--- src/rtl/satd_pkg.sv ---
// satd_pkg: shared encodings for the SATD sequencer.
//   - stage bus encodings driven on `stage`
//   - sequencer FSM state encoding
//   - row counts for the two block sizes and a helper giving the last row index
package satd_pkg;

    typedef enum logic [2:0] {
        ST_IDLE  = 3'd0,
        ST_LOAD  = 3'd1,
        ST_ROW   = 3'd2,
        ST_COL   = 3'd3,
        ST_ACCUM = 3'd4,
        ST_DONE  = 3'd5
    } state_e;

    localparam logic [1:0] STG_LOAD = 2'd0;
    localparam logic [1:0] STG_ROW  = 2'd1;
    localparam logic [1:0] STG_COL  = 2'd2;
    localparam logic [1:0] STG_ACC  = 2'd3;

    localparam int ROWS_8X8 = 8;
    localparam int ROWS_4X4 = 4;

    // Index of the final row of a stage for the given block size.
    function automatic logic [2:0] last_row(input logic size8);
        return size8 ? 3'(ROWS_8X8 - 1) : 3'(ROWS_4X4 - 1);
    endfunction

endpackage

--- src/rtl/satd_stage_counter.sv ---
// satd_stage_counter: 3-bit row counter for the SATD sequencer.
// Ports:
//   clk, reset     - clock, synchronous active-low reset
//   clr            - force count to 0 (priority over en)
//   en             - advance; wraps to 0 after last_idx
//   last_idx       - final row index (N-1)
//   count          - current row index (registered)
//   last           - count equals last_idx; marks the stage-advance cycle
module satd_stage_counter (
    input  logic       clk,
    input  logic       reset,
    input  logic       clr,
    input  logic       en,
    input  logic [2:0] last_idx,
    output logic [2:0] count,
    output logic       last
);

    logic [2:0] count_q, count_d;

    assign last  = (count_q == last_idx);
    assign count = count_q;

    always_comb begin
        count_d = count_q;
        if (clr)
            count_d = 3'd0;
        else if (en)
            count_d = last ? 3'd0 : count_q + 3'd1;
    end

    always_ff @(posedge clk) begin
        if (!reset)
            count_q <= 3'd0;
        else
            count_q <= count_d;
    end

endmodule

--- src/rtl/satd_sequencer.sv ---
// satd_sequencer: steps the Hadamard SATD datapath through LOAD, ROW, COL and
// ACCUM (N cycles each, N = 8 or 4), accumulates the per-row absolute sums and
// presents the block SATD on a valid/ready output.
// Ports:
//   clk, reset                - clock, synchronous active-low reset
//   start_valid/start_ready   - block request handshake; size8 sampled at accept
//   flush                     - abort the block in progress (no effect in IDLE)
//   abs_sum                   - datapath row sum, sampled while acc_en is high
//   stage, count              - sequencing bus to the datapath
//   load_en/row_en/col_en/acc_en - one-hot stage enables
//   busy                      - LOAD through ACCUM
//   out_valid/out_ready, satd - result handshake
// Build option: SATD_NORM_EN defined -> satd is the rounded, size-normalised
// accumulator; undefined -> raw accumulator.
module satd_sequencer
    import satd_pkg::*;
#(
    parameter int SUM_W = 12,
    parameter int ACC_W = SUM_W + 3
) (
    input  logic             clk,
    input  logic             reset,
    input  logic             start_valid,
    output logic             start_ready,
    input  logic             size8,
    input  logic             flush,
    input  logic [SUM_W-1:0] abs_sum,
    output logic [1:0]       stage,
    output logic [2:0]       count,
    output logic             load_en,
    output logic             row_en,
    output logic             col_en,
    output logic             acc_en,
    output logic             busy,
    output logic             out_valid,
    input  logic             out_ready,
    output logic [ACC_W-1:0] satd
);

    state_e           state_q, state_d;
    logic             size8_q, size8_d;
    logic [ACC_W-1:0] acc_q, acc_d, acc_sum;
    logic [ACC_W-1:0] satd_q, satd_d, satd_next;
    logic [1:0]       stage_q, stage_d;
    logic             load_en_q, load_en_d, row_en_q, row_en_d;
    logic             col_en_q, col_en_d, acc_en_q, acc_en_d;
    logic             busy_q, busy_d, out_valid_q, out_valid_d;
    logic             cnt_clr, cnt_en, cnt_last;

    satd_stage_counter u_cnt (
        .clk      (clk),
        .reset    (reset),
        .clr      (cnt_clr),
        .en       (cnt_en),
        .last_idx (last_row(size8_q)),
        .count    (count),
        .last     (cnt_last)
    );

    assign start_ready = (state_q == ST_IDLE);
    assign acc_sum     = acc_q + {{(ACC_W-SUM_W){1'b0}}, abs_sum};

    // Result value captured on the final ACCUM cycle, including that cycle's row.
`ifdef SATD_NORM_EN
    logic [ACC_W:0] acc_rnd;
    always_comb begin
        acc_rnd   = {1'b0, acc_sum} + (size8_q ? (ACC_W+1)'(2) : (ACC_W+1)'(1));
        satd_next = size8_q ? {1'b0, acc_rnd[ACC_W:2]} : acc_rnd[ACC_W:1];
    end
`else
    assign satd_next = acc_sum;
`endif

    always_comb begin
        state_d = state_q;
        size8_d = size8_q;
        acc_d   = acc_q;
        satd_d  = satd_q;
        cnt_clr = 1'b0;
        cnt_en  = 1'b0;

        case (state_q)
            ST_IDLE: begin
                if (start_valid) begin
                    state_d = ST_LOAD;
                    size8_d = size8;
                    acc_d   = '0;
                end
            end
            ST_LOAD: begin
                cnt_en = 1'b1;
                if (cnt_last) state_d = ST_ROW;
            end
            ST_ROW: begin
                cnt_en = 1'b1;
                if (cnt_last) state_d = ST_COL;
            end
            ST_COL: begin
                cnt_en = 1'b1;
                if (cnt_last) state_d = ST_ACCUM;
            end
            ST_ACCUM: begin
                cnt_en = 1'b1;
                acc_d  = acc_sum;
                if (cnt_last) begin
                    state_d = ST_DONE;
                    satd_d  = satd_next;
                end
            end
            ST_DONE: begin
                if (out_ready) state_d = ST_IDLE;
            end
            default: state_d = ST_IDLE;
        endcase

        // Abort beats every other transition, including the DONE handshake.
        if (flush && state_q != ST_IDLE) begin
            state_d = ST_IDLE;
            acc_d   = '0;
            cnt_clr = 1'b1;
            cnt_en  = 1'b0;
        end

        // Registered outputs are decoded from the next state so they line up
        // with the state they describe.
        stage_d     = STG_LOAD;
        load_en_d   = 1'b0;
        row_en_d    = 1'b0;
        col_en_d    = 1'b0;
        acc_en_d    = 1'b0;
        busy_d      = 1'b0;
        out_valid_d = (state_d == ST_DONE);
        case (state_d)
            ST_LOAD:  begin stage_d = STG_LOAD; load_en_d = 1'b1; busy_d = 1'b1; end
            ST_ROW:   begin stage_d = STG_ROW;  row_en_d  = 1'b1; busy_d = 1'b1; end
            ST_COL:   begin stage_d = STG_COL;  col_en_d  = 1'b1; busy_d = 1'b1; end
            ST_ACCUM: begin stage_d = STG_ACC;  acc_en_d  = 1'b1; busy_d = 1'b1; end
            default:  ;
        endcase
    end

    always_ff @(posedge clk) begin
        if (!reset) begin
            state_q     <= ST_IDLE;
            size8_q     <= 1'b0;
            acc_q       <= '0;
            satd_q      <= '0;
            stage_q     <= STG_LOAD;
            load_en_q   <= 1'b0;
            row_en_q    <= 1'b0;
            col_en_q    <= 1'b0;
            acc_en_q    <= 1'b0;
            busy_q      <= 1'b0;
            out_valid_q <= 1'b0;
        end else begin
            state_q     <= state_d;
            size8_q     <= size8_d;
            acc_q       <= acc_d;
            satd_q      <= satd_d;
            stage_q     <= stage_d;
            load_en_q   <= load_en_d;
            row_en_q    <= row_en_d;
            col_en_q    <= col_en_d;
            acc_en_q    <= acc_en_d;
            busy_q      <= busy_d;
            out_valid_q <= out_valid_d;
        end
    end

    assign stage     = stage_q;
    assign load_en   = load_en_q;
    assign row_en    = row_en_q;
    assign col_en    = col_en_q;
    assign acc_en    = acc_en_q;
    assign busy      = busy_q;
    assign out_valid = out_valid_q;
    assign satd      = satd_q;

endmodule

--- config.mk ---
export PLATFORM = sky130hd
export DESIGN_NAME = satd_sequencer
export DESIGN_NICKNAME = d
export VERILOG_FILES = /design/src/rtl/satd_pkg.sv /design/src/rtl/satd_stage_counter.sv /design/src/rtl/satd_sequencer.sv
export SDC_FILE = /design/constraint.sdc
export NUM_CORES = 1
export LEC_CHECK = 0
export ABC_AREA = 0
export CAP_MARGIN = 15
export CORE_ASPECT_RATIO = 0.6
export CORE_MARGIN = 3
export CORE_UTILIZATION = 55
export CTS_CLUSTER_SIZE = 30
export DETAILED_ROUTE_END_ITERATION = 7
export GPL_TIMING_DRIVEN = 0
export MAX_ROUTING_LAYER = met4
export PLACE_DENSITY = 0.92
export SLEW_MARGIN = 0
export SYNTH_ARGS = -nofsm -noshare
export SYNTH_HDL_FRONTEND = slang
export SYNTH_HIERARCHICAL = 1
export SYNTH_SLANG_ARGS = --single-unit
--- constraint.sdc ---
create_clock -name clk -period 3.9 [get_ports clk]
set_clock_uncertainty 0.15 [all_clocks]
set_input_delay 0.78 -clock clk [delete_from_list [all_inputs] [get_ports clk]]
set_output_delay 0.78 -clock clk [all_outputs]
set_load 0.02 [all_outputs]
==> impl_metrics.env <==
export IMPL_status="completed"
export IMPL_antenna_found_initial=0
export IMPL_synth_area_leaders="dfxtp_1 39%, ha_1 7.0%, a21oi_1 4.5%, nand2_1 4.2%, xor2_1 3.8%"
export IMPL_clockBufferDepth=2
export IMPL_drt_pass1_iterations=5
export IMPL_dp_slack_ns=0.577
export IMPL_cellLeakagePower_nw=1.15
export IMPL_row_count=17
export IMPL_maxCapViolations=0
export IMPL_whs_ns=0.314
export IMPL_ant_nets=0
export IMPL_rsz0062_at_grt="no"
export IMPL_start_kind="primary input"
export IMPL_grt_pass1_wl_mm=9.67
export IMPL_synth_top_area_share_pct=38.7
export IMPL_fp_dieH_um=56.4
export IMPL_grt_ovfl_total=0
export IMPL_grt_pass1_vias=1971
export IMPL_yosys_area_top_type="dfxtp_1"
export IMPL_relSlewSlack_pct=45.1
export IMPL_synth_cell_types=54
export IMPL_min_path_type="reg -> reg"
export IMPL_p_total_mw=0.911
export IMPL_die_x_um=90
export IMPL_max_stage_delay_ns=0.41
export IMPL_n_antenna_cell=0
export IMPL_clk_latency_ns=0.31
export IMPL_syn_inst=268
export IMPL_final_cell_area_um2=2940
export IMPL_tightest_slew_ns=0.818
export IMPL_start_util_pct=60.1
export IMPL_crit_fanout=3
export IMPL_seq_area_um2=901
export IMPL_critPathArrivalTime_ns=3.10
export IMPL_synth_edf_count=0
export IMPL_io_pins=45
export IMPL_cts_root_buf="clkbuf_8"
export IMPL_critPathSlowestCell="clkdlybuf4s50_1"
export IMPL_ys_warn_count=6
export IMPL_cts_buffers=5
export IMPL_crit_path_end_kind="flip-flop"
export IMPL_power_density_nw_per_um2=310
export IMPL_place_gp_congestion=0.922
export IMPL_ir_drop_mv=0.255
export IMPL_wirelength_mm=6.09
export IMPL_min_period_over_period_pct=78.6
export IMPL_crit_required_ns=3.93
export IMPL_vias=2164
export IMPL_path_clk_slew_ns=0.09
export IMPL_synth_seq_area_share_pct=38.7
export IMPL_fin_nets=352
export IMPL_multi_input_area_um2=1360
export IMPL_clock_sinks=45
export IMPL_async_flop_share_pct=0
export IMPL_syn_area_um2=2330
export IMPL_worst_slack_ns=0.833
export IMPL_critPathBufInv=1
export IMPL_ys_top_cells_by_count="45 x dfxtp_1, 26 x nand2_1, 21 x a21oi_1, 21 x nor2_1"
export IMPL_vias_per_cell=5.72
export IMPL_final_max_slew_viol_count=0
export IMPL_core_area_um2=3870
export IMPL_synth_avg_cell_area_um2=8.69
export IMPL_totalNegativeSetupSlack_ns=0
export IMPL_drive_gt1_share_pct=8.10
export IMPL_portBuffers=44
export IMPL_cpMostUsedCell="a21oi_1"
export IMPL_holdBufCountCts=0
export IMPL_synth_seq_cells=45
export IMPL_layout_min_cycle_time_ns=3.07
export IMPL_setup_violations=0
export IMPL_dieArea_um2=5080
export IMPL_drtIter0Drc=208
export IMPL_area_growth_pct=26.3
export IMPL_hold_violations=0
export IMPL_fmax_ghz=0.326
export IMPL_critPathTopFamily="compound AO/OA/AOI/OAI gates"
export IMPL_crit_type="in -> reg"
export IMPL_grt_max_degree=15
export IMPL_synthFlopType="dfxtp_1"
export IMPL_drc_errors=0
export IMPL_cts_resized=0
export IMPL_crit_chain="clkdlybuf4s50_1 -> ha_1 -> fa_1 -> a21oi_1 -> o21ai_0 -> a21oi_1 -> a21oi_1 -> xnor2_1 -> o21ai_0"
export IMPL_post_cts_buffers=0
export IMPL_placed_area_um2=2840
export IMPL_wire_per_inst_um=16.1
export IMPL_n_fill_cell=292
export IMPL_grtUsageTotal_pct=24.6
export IMPL_synth_most_common_cell="dfxtp_1"
export IMPL_hpwl_mm=4.65
export IMPL_cts_tree="done"
export IMPL_htreeDepth=2
layout make-up:
class,count,area share (%)
plain buffers,10,1.53
clock buffers,6,2.81
clock inverters,2,0.468
inverters,8,1.02
multi-input cells,206,46.1
flip-flops and latches,45,30.6
well taps,57,2.43
repair buffers,44,15.0
logic make-up (layout without fill, tap and decap cells):
logic type,Yosys count,after routing,share of synthesized area [%]
AO/OA/AOI/OAI,82,82,23.6
XOR/XNOR,17,17,6.39
adder cells (fa/ha/maj),14,14,7.85
buffers and inverters,18,70,3.22
flip-flops,45,45,38.7
multiplexers,1,1,0.430
other,1,2,0.161
AND/OR/NAND/NOR,90,90,19.7
flip-flops by register name (all words and copies together) (netlist names):
name / count
acc_en: 1
load_en: 1
acc_q: 15
size8_q: 1
stage: 2
busy: 1
row_en: 1
col_en: 1
state_q: 3
out_valid: 1
satd: 15
u_cnt/count: 3
worst paths after layout:
| kind | slack (ns) | cells past startpoint | end | start |
|---|---|---|---|---|
| setup / recovery | 0.83 | 9 | acc_q[8] | abs_sum[0] |
| hold / removal | 0.31 | 2 | satd[9] | satd[9] |
| setup reg to reg | 1.23 | 8 | load_en | u_cnt/count[2] |
| hold reg to reg | 0.31 | 2 | satd[9] | satd[9] |
cells in the final DEF, fill, tap and decap left out, types with 9 or more instances in the layout:
cell type	n
o21ai_0	13
clkdlybuf4s50_1	44
nand2b_1	9
a21oi_1	21
o21ai_1	10
xor2_1	10
nor2_1	21
nand3_1	9
dfxtp_1	45
ha_1	13
nand2_1	26
worst min-delay path, stage by stage (launching register included):
cell	delay, ns
dfxtp_1	0.32
nand3_1	0.05
o21ai_1	0.05
layer usage:
layer  vias to the layer above  global-route usage, %  share of wire [%]
li1                       1046                      -                  -
met1                      1003                   32.0                 44
met2                       105                   36.1                 44
met3                        10                   8.03                 11
met4                         0                   8.06                1.1
met5                         -                      -                  0
metrics by stage:
stage	std cells	utilization, %
3_3_place_gp	370	73.5
3_5_place_dp	370	73.5
4_1_cts	378	76.0
6_report	378	76.0
2_1_floorplan	269	-
5_1_grt	378	76.0
power breakdown:
group,switching [mW],total [mW],internal [mW]
logic,0.0751,0.129,0.0538
clock network,0.168,0.312,0.144
registers,0.00387,0.470,0.467
total,0.247,0.911,0.664
(Power assumes the default switching activity.)
